### config.mk
export PLATFORM = sky130hd
export DESIGN_NAME = spi_frame_deserializer
export DESIGN_NICKNAME = d
export VERILOG_FILES = /design/src/rtl/spi_frame_pkg.sv /design/src/rtl/spi_frame_deserializer_sync_2ff.sv /design/src/rtl/spi_frame_deserializer.sv
export SDC_FILE = /design/constraint.sdc
export NUM_CORES = 1
export LEC_CHECK = 0
export BUFFER_PORTS_ARGS = -buffer_cell sky130_fd_sc_hd__clkbuf_2
export CAP_MARGIN = 10
export CORE_MARGIN = 5
export CORE_UTILIZATION = 65
export DETAILED_ROUTE_END_ITERATION = 10
export HOLD_SLACK_MARGIN = 0.02
export PLACE_DENSITY = 0.83
export SETUP_SLACK_MARGIN = 0.5
export SKIP_LAST_GASP = 1
export SLEW_MARGIN = 20
export SYNTH_ARGS = -nofsm -noshare
export SYNTH_HDL_FRONTEND = slang
export SYNTH_SLANG_ARGS = --single-unit
### constraint.sdc
create_clock -name clk -period 5.4 [get_ports clk]
set_input_delay 0.54 -clock clk [delete_from_list [all_inputs] [get_ports clk]]
set_output_delay 0.54 -clock clk [all_outputs]
set_load 0.005 [all_outputs]
### src/rtl/spi_frame_pkg.sv
// spi_frame_pkg: shared types and helpers for the SPI frame deserializer.
//   state_t        - frame-parsing FSM states
//   sample_on_rise - selects which SCK edge carries valid MISO data
package spi_frame_pkg;

  typedef enum logic [2:0] {
    WAIT_IDLE = 3'd0,
    IDLE      = 3'd1,
    SKIP      = 3'd2,
    DATA      = 3'd3,
    DONE      = 3'd4
  } state_t;

  // Modes 0 and 3 sample on the rising edge, modes 1 and 2 on the falling edge.
  function automatic logic sample_on_rise(input logic cpol, input logic cpha);
    return (cpol == cpha);
  endfunction

endpackage

### src/rtl/spi_frame_deserializer_sync_2ff.sv
// sync_2ff: two-flop synchroniser for asynchronous single-bit inputs.
//   clk, rst_n - system clock, async active-low reset
//   d          - asynchronous input bits
//   q          - synchronised output bits (reset to RST_VAL)
module sync_2ff #(
  parameter int               WIDTH   = 1,
  parameter logic [WIDTH-1:0] RST_VAL = '0
) (
  input  logic             clk,
  input  logic             rst_n,
  input  logic [WIDTH-1:0] d,
  output logic [WIDTH-1:0] q
);

  logic [WIDTH-1:0] meta_q;
  logic [WIDTH-1:0] sync_q;

  // Metastability chain: first stage may resolve slowly, second is clean.
  always_ff @(posedge clk or negedge rst_n) begin
    if (!rst_n) begin
      meta_q <= RST_VAL;
      sync_q <= RST_VAL;
    end else begin
      meta_q <= d;
      sync_q <= meta_q;
    end
  end

  assign q = sync_q;

endmodule

### src/rtl/spi_frame_deserializer.sv
// spi_frame_deserializer: passive SPI snooper that splits each CS frame into
// N_CH words of DATA_W bits and streams them out through a small FWFT FIFO.
//   clk, rst_n                  - system clock (>= 4x SCK), async active-low reset
//   spi_sck, spi_cs_n, spi_miso - snooped bus, asynchronous to clk
//   m_data, m_ch, m_last        - FIFO head: word, channel index, last-of-frame
//   m_valid, m_ready            - output stream handshake
//   overflow                    - 1-cycle pulse: word dropped, FIFO full
//   frame_err                   - 1-cycle pulse: CS_n rose before frame complete
module spi_frame_deserializer
  import spi_frame_pkg::*;
#(
  parameter int DATA_W     = 16,
  parameter int N_CH       = 3,
  parameter int SKIP_BITS  = 8,
  parameter int FIFO_DEPTH = 4,
  parameter int MSB_FIRST  = 1,
  parameter int CPOL       = 0,
  parameter int CPHA       = 0,
  localparam int CH_W      = (N_CH > 1) ? $clog2(N_CH) : 1
) (
  input  logic              clk,
  input  logic              rst_n,
  input  logic              spi_sck,
  input  logic              spi_cs_n,
  input  logic              spi_miso,
  output logic [DATA_W-1:0] m_data,
  output logic [CH_W-1:0]   m_ch,
  output logic              m_last,
  output logic              m_valid,
  input  logic              m_ready,
  output logic              overflow,
  output logic              frame_err
);

  localparam int CNT_W = $clog2(((DATA_W > SKIP_BITS) ? DATA_W : SKIP_BITS) + 1);
  localparam int PTR_W = $clog2(FIFO_DEPTH);
  localparam logic RISE = sample_on_rise(1'(CPOL), 1'(CPHA));
  localparam logic [CNT_W-1:0] SKIP_LAST = (SKIP_BITS > 0) ? CNT_W'(SKIP_BITS - 1) : '0;
  localparam logic [CNT_W-1:0] DATA_LAST = CNT_W'(DATA_W - 1);
  localparam logic [CH_W-1:0]  CH_LAST   = CH_W'(N_CH - 1);

  // CS_n synchroniser resets to "selected" so a frame already running at
  // reset release keeps the FSM in WAIT_IDLE until the bus goes idle.
  logic [2:0] sync_s;
  logic       sck_s, cs_s, miso_s;

  sync_2ff #(.WIDTH(3), .RST_VAL(3'b000)) u_sync (
    .clk   (clk),
    .rst_n (rst_n),
    .d     ({spi_sck, spi_cs_n, spi_miso}),
    .q     (sync_s)
  );
  assign {sck_s, cs_s, miso_s} = sync_s;

  state_t                  state_q, state_d;
  logic                    sck_prev_q, cs_prev_q;
  logic [CNT_W-1:0]        bit_cnt_q, bit_cnt_d;
  logic [CH_W-1:0]         ch_cnt_q, ch_cnt_d;
  logic [DATA_W-1:0]       word_q, word_d;
  logic                    push_q, push_d;
  logic [DATA_W-1:0]       push_word_q, push_word_d;
  logic [CH_W-1:0]         push_ch_q, push_ch_d;
  logic                    push_last_q, push_last_d;
  logic                    frame_err_q, frame_err_d;
  logic                    overflow_q, overflow_d;
  logic [PTR_W:0]          wr_ptr_q, wr_ptr_d, rd_ptr_q, rd_ptr_d;
  logic [DATA_W-1:0]       mem_data_q [FIFO_DEPTH];
  logic [CH_W-1:0]         mem_ch_q   [FIFO_DEPTH];
  logic [FIFO_DEPTH-1:0]   mem_last_q;

  logic              sample_s, frame_done_s, empty_s, full_s, pop_s, wr_en_s;
  logic [DATA_W-1:0] shifted_s;

  // Edge detect and next-state logic for the frame parser.
  always_comb begin
    // Gating with the registered CS_n (one cycle older than cs_s) lets an edge
    // that arrives together with CS_n rising still count as a sample.
    sample_s     = (RISE ? (sck_s & ~sck_prev_q) : (~sck_s & sck_prev_q)) & ~cs_prev_q;
    shifted_s    = (MSB_FIRST != 0) ? {word_q[DATA_W-2:0], miso_s}
                                    : {miso_s, word_q[DATA_W-1:1]};
    state_d      = state_q;
    bit_cnt_d    = bit_cnt_q;
    ch_cnt_d     = ch_cnt_q;
    word_d       = word_q;
    push_d       = 1'b0;
    push_word_d  = push_word_q;
    push_ch_d    = push_ch_q;
    push_last_d  = push_last_q;
    frame_err_d  = 1'b0;
    frame_done_s = 1'b0;
    case (state_q)
      WAIT_IDLE: begin
        if (cs_s) state_d = IDLE;
        else      state_d = WAIT_IDLE;
      end
      IDLE: begin
        bit_cnt_d = '0;
        ch_cnt_d  = '0;
        if (!cs_s) state_d = (SKIP_BITS == 0) ? DATA : SKIP;
        else       state_d = IDLE;
      end
      SKIP: begin
        if (sample_s) begin
          if (bit_cnt_q == SKIP_LAST) begin
            bit_cnt_d = '0;
            state_d   = DATA;
          end else begin
            bit_cnt_d = bit_cnt_q + CNT_W'(1);
          end
        end else begin
          bit_cnt_d = bit_cnt_q;
        end
        if (cs_s) begin
          frame_err_d = 1'b1;
          state_d     = IDLE;
        end else begin
          frame_err_d = 1'b0;
        end
      end
      DATA: begin
        if (sample_s) begin
          word_d = shifted_s;
          if (bit_cnt_q == DATA_LAST) begin
            bit_cnt_d   = '0;
            push_d      = 1'b1;
            push_word_d = shifted_s;
            push_ch_d   = ch_cnt_q;
            push_last_d = (ch_cnt_q == CH_LAST);
            if (ch_cnt_q == CH_LAST) begin
              frame_done_s = 1'b1;
              state_d      = DONE;
            end else begin
              ch_cnt_d = ch_cnt_q + CH_W'(1);
            end
          end else begin
            bit_cnt_d = bit_cnt_q + CNT_W'(1);
          end
        end else begin
          word_d = word_q;
        end
        // The sample above is handled first, so a frame that completes in the
        // same cycle CS_n rises is a clean end of frame.
        if (cs_s && !frame_done_s) begin
          frame_err_d = 1'b1;
          state_d     = IDLE;
        end else begin
          frame_err_d = 1'b0;
        end
      end
      DONE: begin
        if (cs_s) state_d = IDLE;
        else      state_d = DONE;
      end
      default: state_d = WAIT_IDLE;
    endcase
  end

  // FIFO pointer and overflow logic; a pop frees the slot a full push needs.
  always_comb begin
    empty_s    = (wr_ptr_q == rd_ptr_q);
    full_s     = (wr_ptr_q[PTR_W] != rd_ptr_q[PTR_W]) &&
                 (wr_ptr_q[PTR_W-1:0] == rd_ptr_q[PTR_W-1:0]);
    pop_s      = !empty_s && m_ready;
    wr_en_s    = push_q && (!full_s || pop_s);
    overflow_d = push_q && full_s && !pop_s;
    if (wr_en_s) wr_ptr_d = wr_ptr_q + (PTR_W+1)'(1);
    else         wr_ptr_d = wr_ptr_q;
    if (pop_s)   rd_ptr_d = rd_ptr_q + (PTR_W+1)'(1);
    else         rd_ptr_d = rd_ptr_q;
  end

  // State, counters, push staging, FIFO storage and pulse outputs.
  always_ff @(posedge clk or negedge rst_n) begin
    if (!rst_n) begin
      state_q     <= WAIT_IDLE;
      sck_prev_q  <= 1'b0;
      cs_prev_q   <= 1'b1;
      bit_cnt_q   <= '0;
      ch_cnt_q    <= '0;
      word_q      <= '0;
      push_q      <= 1'b0;
      push_word_q <= '0;
      push_ch_q   <= '0;
      push_last_q <= 1'b0;
      frame_err_q <= 1'b0;
      overflow_q  <= 1'b0;
      wr_ptr_q    <= '0;
      rd_ptr_q    <= '0;
      mem_last_q  <= '0;
      for (int i = 0; i < FIFO_DEPTH; i++) begin
        mem_data_q[i] <= '0;
        mem_ch_q[i]   <= '0;
      end
    end else begin
      state_q     <= state_d;
      sck_prev_q  <= sck_s;
      cs_prev_q   <= cs_s;
      bit_cnt_q   <= bit_cnt_d;
      ch_cnt_q    <= ch_cnt_d;
      word_q      <= word_d;
      push_q      <= push_d;
      push_word_q <= push_word_d;
      push_ch_q   <= push_ch_d;
      push_last_q <= push_last_d;
      frame_err_q <= frame_err_d;
      overflow_q  <= overflow_d;
      wr_ptr_q    <= wr_ptr_d;
      rd_ptr_q    <= rd_ptr_d;
      if (wr_en_s) begin
        mem_data_q[wr_ptr_q[PTR_W-1:0]] <= push_word_q;
        mem_ch_q[wr_ptr_q[PTR_W-1:0]]   <= push_ch_q;
        mem_last_q[wr_ptr_q[PTR_W-1:0]] <= push_last_q;
      end
    end
  end

  assign m_valid   = !empty_s;
  assign m_data    = mem_data_q[rd_ptr_q[PTR_W-1:0]];
  assign m_ch      = mem_ch_q[rd_ptr_q[PTR_W-1:0]];
  assign m_last    = mem_last_q[rd_ptr_q[PTR_W-1:0]];
  assign overflow  = overflow_q;
  assign frame_err = frame_err_q;

endmodule

Yosys cells after proc, flatten, opt, wreduce, memory -nomap -nowiden
Index checks and enable logic that the tools add are counted.
{ "word_totals": {"register_bits": 137, "in_bits": 6, "word_cells": 128} }
{ "classes": {"reduce_logical": 21, "muxes": 47, "bitwise_logic": 6, "n_lt_le_gt_ge": 6, "add_sub_neg": 4, "n_eq_ne": 19} }
{ "op_table": {"columns": ["op", "n"], "rows": [
  ["64-bit bitwise mux", 1],
  ["16-bit two-way mux", 3],
  ["16-bit binary-select mux with 2-bit select", 1],
  ["16-bit demux with 2-bit select", 1],
  ["3-bit two-way mux", 8],
  ["5-bit two-way mux", 4],
  ["3-bit case mux with 5 select lines", 1],
  ["5-bit case mux with 3 select lines", 1],
  ["2-bit two-way mux", 7],
  ["1-bit two-way mux", 12],
  ["3-bit inequality test (second input constant)", 3],
  ["8-bit bitwise mux", 1],
  ["1-bit logical AND", 8],
  ["2-bit inequality test (second input constant)", 4],
  ["3-bit by 1-bit adder with 3-bit output (second input constant)", 2],
  ["3-bit by 2-bit == test with 1-bit output (second input constant)", 2],
  ["3-bit >= comparator (second input constant)", 2],
  ["2-bit by 3-bit less-than comparator with 1-bit output (second input constant)", 2],
  ["3-bit by 2-bit inequality test with 1-bit output (second input constant)", 2],
  ["2-bit inverter with 3-bit output", 2],
  ["3-bit AND reduction", 2],
  ["5-bit by 1-bit adder with 5-bit output (second input constant)", 1],
  ["5-bit by 3-bit == test with 1-bit output (second input constant)", 1],
  ["5-bit by 4-bit == test with 1-bit output (second input constant)", 1],
  ["26 further kinds", 31]
]} }

Depth between registers and ports, before layout
{ "logic_depth": {"ltp_word": 9, "depth_mapped": 8, "mapped_depth_nobuf": 8} }

By module
Synthesis repeated with hierarchy kept, for this count alone.
{ "unflattened": {"cells_unflattened": 389, "hier_area_um2": 6017.0} }
{ "by_module_without_submodules": {"columns": ["mod", "area_per_inst_um2", "seq_area_each_um2", "cells_per_inst", "instances"], "rows": [
  ["spi_frame_deserializer", 5866.9, 3279.4, 383, 1],
  ["sync_2ff", 150.1, 150.1, 6, 1]
]} }

Worst setup path before layout
No wires, ideal clock.
{ "synth_path": {"path_kind": "reg-to-reg", "from": "register rd_ptr_q[0]", "to": "register mem_ch_q[2] in the netlist's numbering", "path_stages_with_launch": 6, "synth_period_minus_slack_ps": 1797, "n_path_buf": 1, "path_slack_ps": 3603, "arrival_time_ps": 1673, "t_required_ps": 5275, "path_cell_list": "dfrtp_1 xnor2_1 a41oi_4 nand2_4 buf_4 mux2_2"} }
{ "synth_between": {"elab_chain_len": 5} }
{ "synth_lines": {"columns": ["item", "line", "rtl"], "rows": [
  ["start: declaration", "spi_frame_deserializer.sv:66", "logic [PTR_W:0] wr_ptr_q, wr_ptr_d, rd_ptr_q, rd_ptr_d;"],
  ["start signal: assignment", "spi_frame_deserializer.sv:208", "rd_ptr_q <= rd_ptr_d;"],
  ["3-bit == test / 2-bit == test (equally long branches)", "spi_frame_deserializer.sv:160, spi_frame_deserializer.sv:162", null],
  ["1-bit logical NOT / 1-bit logical AND (equally long branches)", "spi_frame_deserializer.sv:163, spi_frame_deserializer.sv:161", null],
  ["1-bit logical AND / 1-bit logical NOT (equally long branches)", "spi_frame_deserializer.sv:163, spi_frame_deserializer.sv:164", null],
  ["1-bit logical OR *", "spi_frame_deserializer.sv:164", "wr_en_s = push_q && (!full_s || pop_s);"],
  ["1-bit logical AND *", "spi_frame_deserializer.sv:164", null],
  ["end signal: indexed assignment", "spi_frame_deserializer.sv:211", "mem_ch_q[wr_ptr_q[PTR_W-1:0]] <= push_ch_q;"],
  ["end: declaration", "spi_frame_deserializer.sv:68", "logic [CH_W-1:0] mem_ch_q [FIFO_DEPTH];"]
]} }
Every way passes the cells marked *; elsewhere a longest branch is shown, timed or not.
A chain may end at the register's enable or synchronous reset.

Worst setup path after layout
{ "layout_path": {"from": "register rd_ptr_q[1]", "to": "register mem_data_q[8] in the netlist's numbering"} }
{ "layout_between": {"elab_chain_len": 5} }
{ "layout_lines": {"columns": ["item", "line", "rtl"], "rows": [
  ["3-bit == test / 2-bit == test (equally long branches)", "spi_frame_deserializer.sv:160, spi_frame_deserializer.sv:162", null],
  ["1-bit logical NOT / 1-bit logical AND (equally long branches)", "spi_frame_deserializer.sv:163, spi_frame_deserializer.sv:161", null],
  ["1-bit logical AND / 1-bit logical NOT (equally long branches)", "spi_frame_deserializer.sv:163, spi_frame_deserializer.sv:164", null],
  ["1-bit logical OR *", "spi_frame_deserializer.sv:164", null],
  ["1-bit logical AND *", "spi_frame_deserializer.sv:164", null],
  ["end signal: indexed assignment", "spi_frame_deserializer.sv:210", "mem_data_q[wr_ptr_q[PTR_W-1:0]] <= push_word_q;"],
  ["end: declaration", "spi_frame_deserializer.sv:67", "logic [DATA_W-1:0] mem_data_q [FIFO_DEPTH];"]
]} }
Marked as above.

==> results.md <==
- Status: finished clean
- Fraction of layout cells with a size suffix above 1: 48.3%
- Count of hold-fix buffers inserted at cts: 0
- Setup crit end kind: flip-flop
- Clock Skews: 9.45 ps
- Peak VDD IR: 250 µV
- RSZ-0062 raised after global routing: no
- Crit Reg-Reg Endpoint: mem_data_q[8]$_DFFE_PN0P_
- Post-synthesis net count: 381
- CP Cell Sequence: xnor2_1 -> a41oi_4 -> nand2_1 -> mux2_2
- H-tree levels: 4
- Yosys warning count: 0
- Filler cell count: 525
- Dpl cells: 488
- Pin count of the biggest net entering global routing: 77
- FP Rows: 34
- Startpoint types: flip-flop
- Reg power frac: 47.8%
- Final hold vios: 0
- Met2 Track Usage GR: 33.6%
- Starting Density: 66.8%
- Max cap viols: 0
- Dpl cell area: 0.00604 mm²
- Vias in the first global route: 3406
- Detail Route Antenna Nets: 0
- GRT Total Usage: 20.2%
- Post-cts resize count: 0
- Setup Fix Bufs, Post-CTS: 0
- NetSw: 477 µW
- Fin crit share: 57.6%
- Placeable Area: 0.00872 mm²
- Global-route wire length before repair: 17.4 mm
- Tightest Hold Check Type: primary input to asynchronous set/reset pin
- WP buf/inv: 0
- Rel. slew slack: 27.6%
- Worst path arrival time: 3500 ps
- Max clock buf depth: 2
- Met3 GRT Util: 4.99%
- Power per cell area: 333 mW/mm²
- GRT overflow: 0
- Number of antenna diodes: 0
- RR Startpoint: rd_ptr_q[1]$_DFFE_PN0P_
- Final Power: 2200 µW
- Mapped Cells: 366
- Drt via density: 6.02
- Worst slew pin tran: 1090 ps
- Gp weighted congestion: 0.792
- Largest stage delay, worst path: 1060 ps
- Initial antenna violation count: 0
- Final setup fails: 0
- First-pass iteration count of the detailed router: 4
- Pleak: 0.00331 µW
- Final #Nets: 414
- # clock sinks: 137
- HPWL Detailed: 6.06 mm
- DR WL/cell: 19.6 µm
- Maximum clock frequency: 0.322 GHz
- Internal: 1730 µW
- Mean area per synthesized cell: 15.9 µm²
- Synth Register Bits: 137
- Crit-path leading delay family: flip-flops
- Clk pwr share: 50.2%
- Clock latency on the worst-skew pair: 510 ps
- Min cycle time layout: 3110 ps
- Worst r2r path cells: 4
- R2r setup slk: 2290 ps
- WP data required: 5790 ps
- Setup_tns: 0 ps
- Initial drt markers: 95
- Seq/Total Area, Yosys: 58.8%
- Grt peak-use layer: met2
- Post-layout util: 75.9%
- Count of cell types in the netlist: 39
- Combinational fraction of design power: 2.0%
- Fraction of power spent switching nets: 21.7%
- Die Area: 0.0110 mm²
- Crit-path max FO: 22
- Root Buffer: clkbuf_8
- Detailed Route WL: 10.2 mm
- IO Pins: 28
- Met1 global-route usage: 25.9%
- Finished Cell Area: 0.00662 mm²
- Die Span Y: 105 µm
- # port buffers: 27
- Slowest cell on crit path: dfrtp_1
- Num CTS Buffers: 17
- Vias: 3130
- Reg clk slew, reported paths: 60 ps
- Syn-to-layout area delta: 13.5%
- Final Max Tran Viols: 0
- TritonCTS clock tree: done
- Syn Std Cell Area: 0.00583 mm²
- DIE WIDTH: 105 µm
- Filler-free cell count of the finished design: 520
- Drt drc: 0
- Crit path kind: flip-flop to flip-flop
area by class of cell:
class / instances / area [µm²] / share of cell area [%]
Tap cell: 108 / 135 / 2.04
Clock inverter: 13 / 145 / 2.19
Inverter: 8 / 30.0 / 0.454
Sequential cell: 137 / 3430 / 51.8
Timing Repair Buffer: 29 / 153 / 2.31
Multi-Input combinational cell: 206 / 2290 / 34.6
Clock buffer: 19 / 432 / 6.52
power by group through the flow:
stage               Combinational, µW  Sequential, µW  Clock, µW
floorplan                        21.8            1060          0
global placement                 43.9            1070          0
CTS                              46.8            1050       1130
detailed placement               46.6            1070          0
global route                     52.7            1050       1170
finish                           44.7            1050       1110
layer usage:
layer,share of wire [%],vias to the layer above,routed length (µm)
met5,0,-,0
met4,1.4,0,146
met3,3.5,18,354
met2,52,49,5330
met1,43,1652,4350
li1,-,1411,-
worst max path at each step:
stage | start | end | slack (ps) | depth (start not counted)
finish | rd_ptr_q[1]$_DFFE_PN0P_ | mem_data_q[8]$_DFFE_PN0P_ | 2290 | 4
global route | rd_ptr_q[1]$_DFFE_PN0P_ | mem_data_q[2]$_DFFE_PN0P_ | 2110 | 4
CTS | rd_ptr_q[1]$_DFFE_PN0P_ | mem_data_q[8]$_DFFE_PN0P_ | 2280 | 4
detailed placement | rd_ptr_q[1]$_DFFE_PN0P_ | mem_data_q[13]$_DFFE_PN0P_ | 2280 | 4
global placement | rd_ptr_q[1]$_DFFE_PN0P_ | mem_data_q[13]$_DFFE_PN0P_ | 2410 | 4
floorplan | rd_ptr_q[0]$_DFFE_PN0P_ | mem_ch_q[2]$_DFFE_PN0P_ | 3600 | 5
per-stage QoR:
step	hold WS (ps)	setup slack, ps
2_1_floorplan	244	3600
3_3_place_gp	334	2410
3_5_place_dp	336	2280
4_1_cts	100	2280
5_1_grt	115	2110
6_report	102	2290
sequential cells by signal, summed over array words and instances, names as in the netlist, 2 cells and up:
| name | flops |
|---|---|
| state_q | 3 |
| push_word_q | 16 |
| mem_data_q | 64 |
| mem_last_q | 4 |
| ch_cnt_q | 2 |
| rd_ptr_q | 3 |
| word_q | 15 |
| push_ch_q | 2 |
| u_sync.q | 3 |
| u_sync.meta_q | 3 |
| bit_cnt_q | 5 |
| mem_ch_q | 8 |
| wr_ptr_q | 3 |
placed cells by master, fill, tap and decap left out, drive strengths merged, types with 2 or more instances in the layout:
| master | n |
|---|---|
| nor2 | 6 |
| ha | 9 |
| nor2b | 3 |
| o21ai | 3 |
| mux2 | 114 |
| xnor2 | 6 |
| a22o | 4 |
| clkinvlp | 3 |
| clkbuf | 45 |
| mux4 | 19 |
| clkinv | 6 |
| inv | 10 |
| o211ai | 2 |
| nand3 | 3 |
| nor4bb | 2 |
| dfrtp | 136 |
| bufinv | 2 |
| nand2 | 13 |
| buf | 3 |
| nor3b | 2 |
| nand4b | 2 |
| nand3b | 3 |
cells in the mapped netlist, drive strengths merged:
cell type	count	area [µm²]
a2111oi	1	8.76
a21o	1	7.51
a21oi	1	5.00
a221o	1	10.0
a22o	4	35.0
a41oi	1	27.5
and3	1	6.26
and4	1	8.76
and4b	1	10.0
buf	12	66.3
clkbuf	3	11.3
dfrtp	136	3400
dfstp	1	26.3
ha	9	113
inv	8	30.0
mux2	114	1280
mux4	19	428
nand2	13	71.3
nand2b	1	6.26
nand3	3	15.0
nand3b	3	22.5
nand4	1	6.26
nand4b	2	17.5
nor2	6	22.5
nor2b	3	18.8
nor3b	2	20.0
nor4bb	2	20.0
o2111a	1	11.3
o211ai	2	15.0
o21ai	3	15.0
o21bai	1	7.51
o31ai	1	7.51
or4bb	1	11.3
xnor2	6	52.6
xor2	1	8.76
cell families after synthesis:
logic type | after synthesis | share of synthesized area [%]
AO/OA/AOI/OAI | 17 | 2.58
adder cells (fa/ha/maj) | 9 | 1.93
XOR/XNOR | 7 | 1.05
multiplexers | 133 | 29.4
buffers and inverters | 23 | 1.85
flip-flops | 137 | 58.8
AND/OR/NAND/NOR | 40 | 4.40
Power figures use the tool's default switching activity.
